==> config.mk <==
export PLATFORM = sky130hd
export DESIGN_NAME = traffic_light_sequencer
export DESIGN_NICKNAME = d
export VERILOG_FILES = /design/src/rtl/traffic_light_sequencer.sv
export SDC_FILE = /design/constraint.sdc
export NUM_CORES = 1
export LEC_CHECK = 0
export ABC_CLOCK_PERIOD_IN_PS = 6800
export BUFFER_PORTS_ARGS = -buffer_cell sky130_fd_sc_hd__buf_2
export CORE_UTILIZATION = 25
export CTS_BUF_LIST = sky130_fd_sc_hd__clkbuf_8
export DETAILED_ROUTE_END_ITERATION = 8
export PLACE_DENSITY = 0.41
export SLEW_MARGIN = 30
export SYNTH_ARGS = -nofsm -noshare
export SYNTH_HDL_FRONTEND = slang
export SYNTH_SLANG_ARGS = --single-unit
==> constraint.sdc <==
create_clock -name clock -period 6.8 [get_ports clock]
set_input_delay 1.36 -clock clock [delete_from_list [all_inputs] [get_ports clock]]
set_output_delay 1.36 -clock clock [all_outputs]
set_load 0.01 [all_outputs]
==> src/rtl/traffic_light_sequencer.sv <==
// Six-phase intersection controller: NS/EW light heads, phase countdown,
// latched pedestrian green truncation and an all-red flash mode on fault.
module traffic_light_sequencer #(
  parameter int unsigned SCALER      = 50000000,
  parameter int unsigned GREEN_S     = 20,
  parameter int unsigned YELLOW_S    = 4,
  parameter int unsigned ALLRED_S    = 2,
  parameter int unsigned MIN_GREEN_S = 5
) (
  input  logic        clock,
  input  logic        reset_n,
  input  logic        ped_req,
  input  logic        fault,
  output logic [2:0]  ns_lights,
  output logic [2:0]  ew_lights,
  output logic [31:0] clock_ticks,
  output logic        ped_walk,
  output logic [2:0]  phase
);

  typedef enum logic [2:0] {
    NS_GREEN  = 3'd0,
    NS_YELLOW = 3'd1,
    ALLRED_A  = 3'd2,
    EW_GREEN  = 3'd3,
    EW_YELLOW = 3'd4,
    ALLRED_B  = 3'd5,
    FLASH     = 3'd6
  } phase_e;

  // Phase reload values: a phase of D seconds counts D*SCALER-1 down to 0.
  localparam logic [31:0] GREEN_T  = GREEN_S * SCALER - 32'd1;
  localparam logic [31:0] YELLOW_T = YELLOW_S * SCALER - 32'd1;
  localparam logic [31:0] ALLRED_T = ALLRED_S * SCALER - 32'd1;
  localparam logic [31:0] MIN_T    = MIN_GREEN_S * SCALER - 32'd1;
  localparam logic [31:0] FLASH_T  = SCALER - 32'd1;
  localparam logic [31:0] HALF_T   = SCALER / 32'd2;
  localparam logic [31:0] WALK_T   = YELLOW_S * SCALER;

  localparam logic [2:0] RED = 3'b100;
  localparam logic [2:0] YEL = 3'b010;
  localparam logic [2:0] GRN = 3'b001;
  localparam logic [2:0] OFF = 3'b000;

  phase_e      phase_q, phase_d;
  logic [31:0] ticks_q, ticks_d;
  logic        ped_pending_q, ped_pending_d;
  logic [2:0]  ns_q, ns_d;
  logic [2:0]  ew_q, ew_d;
  logic        walk_q, walk_d;
  logic        ped_any;
  logic        is_green;

  function automatic phase_e next_phase(input phase_e p);
    case (p)
      NS_GREEN:  return NS_YELLOW;
      NS_YELLOW: return ALLRED_A;
      ALLRED_A:  return EW_GREEN;
      EW_GREEN:  return EW_YELLOW;
      EW_YELLOW: return ALLRED_B;
      ALLRED_B:  return NS_GREEN;
      default:   return ALLRED_B;
    endcase
  endfunction

  function automatic logic [31:0] phase_load(input phase_e p);
    case (p)
      NS_GREEN, EW_GREEN:   return GREEN_T;
      NS_YELLOW, EW_YELLOW: return YELLOW_T;
      FLASH:                return FLASH_T;
      default:              return ALLRED_T;
    endcase
  endfunction

  assign ped_any  = ped_pending_q | ped_req;
  assign is_green = (phase_q == NS_GREEN) || (phase_q == EW_GREEN);

  always_comb begin
    phase_d       = phase_q;
    ticks_d       = ticks_q;
    ped_pending_d = ped_any;

    if (fault) begin
      phase_d = FLASH;
      if (phase_q != FLASH || ticks_q == 32'd0) begin
        ticks_d = FLASH_T;
      end else begin
        ticks_d = ticks_q - 32'd1;
      end
    end else if (phase_q == FLASH || phase_q == 3'd7) begin
      // Leaving flash (or an illegal encoding) always resumes via clearance.
      phase_d = ALLRED_B;
      ticks_d = ALLRED_T;
    end else if (ticks_q == 32'd0) begin
      phase_d = next_phase(phase_q);
      ticks_d = phase_load(next_phase(phase_q));
    end else if (is_green && ped_any) begin
      ped_pending_d = 1'b0;
      if (ticks_q > MIN_T) begin
        ticks_d = MIN_T;
      end else begin
        ticks_d = ticks_q - 32'd1;
      end
    end else begin
      ticks_d = ticks_q - 32'd1;
    end

    ns_d   = RED;
    ew_d   = RED;
    walk_d = 1'b0;
    case (phase_d)
      NS_GREEN: begin
        ns_d   = GRN;
        walk_d = (ticks_d >= WALK_T);
      end
      NS_YELLOW: ns_d = YEL;
      EW_GREEN: begin
        ew_d   = GRN;
        walk_d = (ticks_d >= WALK_T);
      end
      EW_YELLOW: ew_d = YEL;
      FLASH: begin
        ns_d = (ticks_d >= HALF_T) ? RED : OFF;
        ew_d = (ticks_d >= HALF_T) ? RED : OFF;
      end
      default: begin
        ns_d = RED;
        ew_d = RED;
      end
    endcase
  end

  always_ff @(posedge clock) begin
    if (!reset_n) begin
      phase_q       <= ALLRED_B;
      ticks_q       <= ALLRED_T;
      ped_pending_q <= 1'b0;
      ns_q          <= RED;
      ew_q          <= RED;
      walk_q        <= 1'b0;
    end else begin
      phase_q       <= phase_d;
      ticks_q       <= ticks_d;
      ped_pending_q <= ped_pending_d;
      ns_q          <= ns_d;
      ew_q          <= ew_d;
      walk_q        <= walk_d;
    end
  end

  assign phase       = phase_q;
  assign clock_ticks = ticks_q;
  assign ns_lights   = ns_q;
  assign ew_lights   = ew_q;
  assign ped_walk    = walk_q;

endmodule
==> results.cfg, run 1 <==
[synthesis]
synthArstFlopShare = 0
synthFlopType = dfxtp_1
synth-edff-count = 0
synth_cells = 400
ys_warn_count = 0
synth_seq_cells = 43
synth_area_sq_um = 3130
synth_cell_type_count = 79
syn-num-nets = 406
ys_seq_area_frac = 0.275
syn_avg_cell_area_sq_um = 7.82

[critical_path]
cp-end-kind = flop
cp_slowest_cell = nand4_1
critPathMaxFanout = 15
r2r_setup_slack_ns = 2.89
r2r_end = ped_walk$_SDFF_PN0_
critPathBufInv = 0
path_cells = nor4_4 > nand4_1 > nor3_4 > o21ai_1 > nand2_1 > o21ai_2 > or4b_1 > a2111o_1 > o211a_1
worstPathArrival_ns = 4.11
r2r_cells = 9
cp_top_family = simple AND/OR/NAND/NOR gates
cpPeakStageDelay_ns = 0.70
critical_path_class = flop to flop
cp-start-kind = flop
required_ns = 7.01
rr_startpoint = clock_ticks[4]$_SDFF_PN1_

[floorplan]
rows = 40
dieWidth_microns = 114
die_h_microns = 114
start_util = 0.258
dieArea_sq_um = 13000
pin_count = 46
core-area_sq_um = 12100

[pwr]
leakage_uw = 0.00128
powerDensity_nw_per_um2 = 139
vdd_ir_drop_max_mv = 0.0575

[sta]
finalHoldViolCount = 0
fmax_ghz = 0.256
tns_ns = 0
skew_ns = 0.00815
holdWs_ns = 0.456
fin_crit_sh = 0.574
layout_setup_ws_ns = 2.89
slew_violations = 0
setup_viol = 0
slew_headroom = 0.465
min_period_ns = 3.91
worst_slew_pin_slew_ns = 0.799
rsz0062_at_grt = no

[min_path]
hold_path_class = flop to flop
min_from = clock_ticks[0]$_SDFF_PN1_
hold_end = clock_ticks[0]$_SDFF_PN1_
holdPathStages = 1

[finish]
diodes = 0
layout-drive-gt1-share = 0.191
final_util = 0.292
final_nets = 436
layout_common_cells = buf_2, dfxtp_1, nor2_1
n_fill_cell = 1374
final_common_cell = buf_2
area.growth.synth_to_final_pct = 13.1

[global_routing]
grt.total_usage = 0.180
grt_overflow = 0
grt_start_max_net_pins = 22
antenna_found_initial = 0
grt_pass1_vias = 3089
grt_pass1_wl_mm = 17.8

[drt]
drc = 0
drt-total-wl_mm = 11.3
drt-vias-per-instance = 5.30
antenna_left = 0
vias = 3163
wl_per_cell_microns = 18.9
drt_iter0_drc = 189
first_pass_iters = 4

[status]
status = completed

[placement]
pre_cts_slack_ns = 2.70
port_buffers = 45
hpwl_mm = 8.70
gp_congestion = 0.853

[clock_network]
clk_pin_slew_ns = 0.08
cts.repair.resized = 0
h-tree-depth = 2
ctsHoldBuffers = 0
clock-sinks = 43
cts_buffer_depth = 2
cts_root_buf = clkbuf_8
cts_tree = done
insertion_delay_ns = 0.30
post-cts-setup-buffer-count = 0
cts_made_buffers = 5

[flow_run]
max_cap_viol_count = 0
-- worst max path at each step --
stage / start / end / slack (ns) / cells after the start
6_report: clock_ticks[4]$_SDFF_PN1_ / ped_walk$_SDFF_PN0_ / 2.89 / 9
5_1_grt: clock_ticks[4]$_SDFF_PN1_ / ped_walk$_SDFF_PN0_ / 2.56 / 9
4_1_cts: clock_ticks[4]$_SDFF_PN1_ / ped_walk$_SDFF_PN0_ / 2.94 / 9
3_3_place_gp: fault / ew_lights[2]$_SDFF_PN1_ / 2.63 / 9
3_5_place_dp: fault / ew_lights[2]$_SDFF_PN1_ / 2.70 / 9
2_1_floorplan: ped_req / ped_walk$_SDFF_PN0_ / 3.58 / 8
-- power breakdown --
group | switching [uW] | internal, uW
Sequential | 13.9 | 258
Clock | 88.1 | 67.2
Combinational | 40.3 | 23.2
Total | 142 | 349
-- sequential cells by signal, summed over array words and instances (netlist names) --
name and flops:
ped_walk 1, ew_lights 3, clock_ticks 32, ped_pending_q 1, phase 3, ns_lights 3
-- area by class of cell --
type / count / area [sq um] / area share
multi-input cells: 331 / 2150 / 0.609
flip-flops and latches: 43 / 861 / 0.243
repair buffers: 45 / 225 / 0.0637
well taps: 168 / 210 / 0.0594
clock buffers: 5 / 68.8 / 0.0195
inverters: 4 / 15.0 / 0.00425
clock inverters: 1 / 3.75 / 0.00106
-- through the flow --
step	instance area (sq um)	std cells	power, uW
4_1_cts	3540	597	497
6_report	3540	597	491
2_1_floorplan	3130	400	317
3_3_place_gp	3460	591	342
3_5_place_dp	3460	591	341
5_1_grt	3540	597	516
-- cell families (layout without fill, tap and decap cells) --
group / after synthesis / after routing / share of synthesized area
AOI/OAI and AO/OA: 105 / 105 / 0.228
xor gates and xnor gates: 25 / 25 / 0.0700
adders and majority gates: 2 / 2 / 0.00800
buffers and inverters: 26 / 55 / 0.0364
DFF: 43 / 43 / 0.275
muxes: 3 / 3 / 0.0100
and+or+nand+nor: 196 / 196 / 0.373
-- per-layer routing --
layer  GRT usage  wire length [microns]
met1       0.245                   5420
met2       0.271                   4920
met3      0.0494                    677
met4      0.0658                    261
met5           0                      0
-- cells in the mapped netlist (2+ instances only) --
cell        n  area, sq um
nor2b_1     5         31.3
nor4_4      3         63.8
and2_1      6         37.5
mux2i_1     2         20.0
nand2_1    36          135
o21ai_2     2         17.5
or4b_1      2         20.0
nand4b_1    2         17.5
a21o_1      4         30.0
a21oi_1    23          115
and2_0      2         12.5
o22ai_1     3         18.8
or3_1       7         43.8
o31ai_1     3         22.5
or2_2       6         37.5
ha_1        2         25.0
clkbuf_1    8         30.0
o21ai_0    23          115
nor4_1     10         62.6
a31oi_1     5         31.3
a21boi_0    3         22.5
and4b_1     2         20.0
xnor2_1    16          140
nor3_1     13         65.1
or4_1       4         30.0
xor2_1      9         78.8
and4_1      4         35.0
nand3b_1    4         30.0
buf_2      12         60.1
nor3_4      2         32.5
a21oi_2     2         17.5
nand3_1    17         85.1
nor2_1     41          154
and3_1      6         37.5
a31o_2      3         26.3
o21ai_1     6         30.0
nor3b_1     2         15.0
dfxtp_1    43          861
o2111ai_1   2         17.5
o21bai_1    2         15.0
o211ai_1    3         22.5
nor4_2      2         25.0
o21a_1      2         15.0
inv_1       3         11.3
nand4_1     9         56.3
Note: power is estimated with default switching activity, not from simulation.
==> inputs of run 2 (changes only) <==
Settings changed: ABC_CLOCK_PERIOD_IN_PS 6800 to 4100.
Clock period 6.8 ns to 4.1 ns, I/O delays scaled along.
==> run 2 against run 1 <==
Core utilization is 0.40 points higher. Sequential power is 66% higher. Worst hold slack better by 0.0024 ns. Flip-flop and latch count stayed put. Routed wire length is 0.82% lower. Clock skew is 0.0025 ns higher. Critical path depth is 1 lower. Critical path type unchanged. Critical endpoint unchanged.
==> results.cfg, run 2 (synthesized netlist as in run 1, its figures left out) <==
[status]
status = completed

[finish]
finalInstanceArea_sq_um = 3580
layout_common_cells = buf_2, dfxtp_1, nor2_1
final_nets = 441
layout-drive-gt1-share = 0.206
final_common_cell = buf_2
diodes = 0
area.growth.synth_to_final_pct = 14.6
n_fill_cell = 1406
largest_register_ffs = 32

[critical_path]
critical_path_class = flop to flop
cp-start-kind = flop
rr_startpoint = phase[0]$_SDFF_PN1_
r2r_end = ped_walk$_SDFF_PN0_
r2r_setup_slack_ns = 0.52
r2r_cells = 8
cp-end-kind = flop
startpoint = phase[0]$_SDFF_PN1_
worstPathArrival_ns = 3.79
required_ns = 4.31
critPathMaxFanout = 21

[drt]
drt-total-wl_mm = 11.2
wl_per_cell_microns = 18.5
first_pass_iters = 7
antenna_left = 0
drt-vias-per-instance = 5.34
drt_iter0_drc = 252
vias = 3226
drc = 0

[sta]
slew_headroom = 0.357
fin_crit_sh = 0.873
slew_violations = 0
skew_ns = 0.0106
finalHoldViolCount = 0
fmax_ghz = 0.279
worst_slew_pin_slew_ns = 0.961
setup_viol = 0
tns_ns = 0
min_period_ns = 3.58
rsz0062_at_grt = no

[global_routing]
antenna_found_initial = 0
grt_overflow = 0
grt_start_max_net_pins = 22
grt_pass1_vias = 2974
grt.total_usage = 0.178
grt_pass1_wl_mm = 17.4

[placement]
gp_congestion = 0.912
hpwl_mm = 8.66
port_buffers = 45
postPlaceCellArea_sq_um = 3500

[clock_network]
h-tree-depth = 2
cts_buffer_depth = 2
cts_root_buf = clkbuf_8
cts_made_buffers = 5
insertion_delay_ns = 0.32
cts.repair.resized = 0
clk_pin_slew_ns = 0.09
post-cts-setup-buffer-count = 0
ctsHoldBuffers = 0
cts_tree = done
clock-sinks = 43

[floorplan]
dieArea_sq_um = 13000
die_h_microns = 114
pin_count = 46
core-area_sq_um = 12100
rows = 40
dieWidth_microns = 114
start_util = 0.258

[pwr]
vdd_ir_drop_max_mv = 0.115
leakage_uw = 0.00131
powerDensity_nw_per_um2 = 233

[min_path]
holdPathStages = 1
hold_end = clock_ticks[0]$_SDFF_PN1_
hold_path_class = flop to flop
min_from = clock_ticks[0]$_SDFF_PN1_

[flow_run]
max_cap_viol_count = 0
==> run 2: report_power, final <==
group | internal [uW] | total (uW) | switching (uW)
Clock | 117 | 279 | 162
Sequential | 428 | 451 | 23.0
Combinational | 38.9 | 106 | 67.0
Total | 584 | 836 | 252
==> run 2: per-stage QoR <==
step           hold slack [ns]  utilization  worst slack (ns)  std cells  total power [uW]
5_1_grt                  0.515        0.296             0.268        604               875
4_1_cts                  0.464        0.296             0.529        604               848
6_report                 0.459        0.296             0.522        604               836
2_1_floorplan            0.452            -              1.22        400               526
3_3_place_gp             0.438        0.289             0.552        596               569
3_5_place_dp             0.441        0.289             0.539        596               567
==> run 2: cell type report <==
cell class | count | area [sq um] | area share
clock buffer | 5 | 68.8 | 0.0192
clock inverter | 3 | 15.0 | 0.00419
inverter | 4 | 15.0 | 0.00419
multi-input combinational | 331 | 2150 | 0.600
sequential | 43 | 861 | 0.240
tap | 168 | 210 | 0.0586
timing repair buffer | 50 | 263 | 0.0733
==> run 2: layer usage <==
layer,vias up,share of wire,global-route usage
met5,-,0,0
met4,0,0.015,0.0502
met1,1569,0.47,0.243
met3,12,0.049,0.0282
li1,1556,-,-
met2,89,0.46,0.290
==> run 2: how the worst max path moves through the flow <==
stage / end / cells past startpoint
after CTS: ped_walk$_SDFF_PN0_ / 8
after global routing: ped_walk$_SDFF_PN0_ / 8
after floorplan: ped_walk$_SDFF_PN0_ / 11
final: ped_walk$_SDFF_PN0_ / 8
after global placement: ped_walk$_SDFF_PN0_ / 8
after detailed placement: ped_walk$_SDFF_PN0_ / 8
==> run 2: critical path, stage by stage, from the launching register on <==
cell	delay, ns
dfxtp_1	0.80
nor2b_1	0.16
nor3_1	0.60
nand2_1	0.33
nor2_4	0.28
o21bai_1	0.14
or4b_1	0.58
a2111o_1	0.45
o211a_1	0.13
==> inputs of run 3 (changes only) <==
Settings changed: ABC_CLOCK_PERIOD_IN_PS 4100 to 3600, CTS_CLUSTER_SIZE from default to 14.
Clock period 4.1 ns to 3.6 ns, I/O delays scaled along.
==> run 3 against run 2 <==
Core utilization grew 1.0 points. Sequential power up 13%. Register-to-register slack worse by 0.29 ns. Flip-flop and latch count did not move. Critical path type unchanged.
==> results.cfg, run 3 (synthesized netlist as in run 1, its figures left out) <==
[clock_network]
insertion_delay_ns = 0.31
cts_tree = done
clock-sinks = 43
post-cts-setup-buffer-count = 0
h-tree-depth = 2
ctsHoldBuffers = 0
cts_buffer_depth = 2
cts_root_buf = clkbuf_8
clk_pin_slew_ns = 0.09
cts_made_buffers = 5

[floorplan]
rows = 40
start_util = 0.258
dieArea_sq_um = 13000
pin_count = 46
die_h_microns = 114
dieWidth_microns = 114
core-area_sq_um = 12100

[drt]
drt-vias-per-instance = 5.28
drc = 0
wl_per_cell_microns = 18.2
antenna_left = 0
vias = 3263
drt_iter0_drc = 328
drt-total-wl_mm = 11.2
first_pass_iters = 4

[finish]
final_nets = 455
finalInstanceArea_sq_um = 3710
diodes = 0
layout_common_cells = buf_2, dfxtp_1, nor2_1
area.growth.synth_to_final_pct = 18.7
largest_register_ffs = 32
layout-drive-gt1-share = 0.231
final_common_cell = buf_2

[critical_path]
critPathMaxFanout = 11
cp-end-kind = flop
critical_path_class = flop to flop
required_ns = 3.80
cp-start-kind = flop
r2r_setup_slack_ns = 0.23
worstPathArrival_ns = 3.57

[sta]
min_period_ns = 3.37
fin_crit_sh = 0.936
finalHoldViolCount = 0
fmax_ghz = 0.297
holdWs_ns = 0.459
tns_ns = 0
slew_headroom = 0.602
rsz0062_at_grt = no
slew_violations = 0
setup_viol = 0
skew_ns = 0.00742
layout_setup_ws_ns = 0.230
worst_slew_pin_slew_ns = 0.592

[placement]
gp_congestion = 0.865
postPlaceCellArea_sq_um = 3610
port_buffers = 45
hpwl_mm = 8.89
pre_cts_slack_ns = 0.141

[pwr]
leakage_uw = 0.00139
powerDensity_nw_per_um2 = 268
vdd_ir_drop_max_mv = 0.136
p_total_uw = 994

[global_routing]
grt_pass1_vias = 3028
antenna_found_initial = 0
grt_start_max_net_pins = 20
grt.total_usage = 0.178
grt_pass1_wl_mm = 17.5
grt_overflow = 0

[flow_run]
max_cap_viol_count = 0

[min_path]
hold_path_class = flop to flop

[status]
status = completed
==> run 3: critical path, stage by stage, from the launching register on <==
cell	delay [ns]
dfxtp_1	0.37
or4_1	0.72
nor4_4	0.45
nand3_2	0.34
nor3_1	0.61
a21oi_1	0.07
o21ai_1	0.14
and4b_1	0.22
a31o_2	0.24
o211a_1	0.10
==> run 3: path summary, 6_finish.rpt <==
path                                                   to                  startpoint  depth (start not counted)
worst max register to register        ped_walk$_SDFF_PN0_  clock_ticks[15]$_SDFF_PN1_                          9
worst min-delay path            clock_ticks[0]$_SDFF_PN1_   clock_ticks[0]$_SDFF_PN1_                          1
worst max-delay path                  ped_walk$_SDFF_PN0_  clock_ticks[15]$_SDFF_PN1_                          9
worst min register to register  clock_ticks[0]$_SDFF_PN1_   clock_ticks[0]$_SDFF_PN1_                          1
==> run 3: metal layers <==
metal | global-route usage | part of all wire | vias up
li1 | - | - | 1598
met1 | 0.250 | 0.48 | 1560
met2 | 0.277 | 0.45 | 92
met3 | 0.0266 | 0.052 | 13
met4 | 0.0623 | 0.019 | 0
met5 | 0 | 0 | -
==> run 3: layout make-up <==
type                    instances  area, sq um
clock buffers                   7         96.3
clock inverters                 1         3.75
fillers                      1363         8400
inverters                       4         15.0
multi-input cells             331         2160
flip-flops and latches         43          861
well taps                     168          210
repair buffers                 64          368
==> run 3: through the flow <==
step | instances | utilization
6_report | 618 | 0.306
5_1_grt | 618 | 0.306
4_1_cts | 618 | 0.306
3_5_place_dp | 610 | 0.298
3_3_place_gp | 610 | 0.298
2_1_floorplan | 400 | -
==> run 3: report_power, final <==
| part | leakage, uW | internal, uW | switching, uW |
|---|---|---|---|
| sequential | 0.000351 | 488 | 21.6 |
| combinational | 0.000982 | 49.8 | 83.1 |
| clock | 0.0000557 | 173 | 179 |
| total | 0.00139 | 710 | 284 |
==> run 3: timing repair <==
| item | CTS | global route |
|---|---|---|
| gates resized for setup | 0 | 1 |
| setup endpoints to repair | 0 | 3 |
| endpoints found under the hold margin | 0 | 0 |
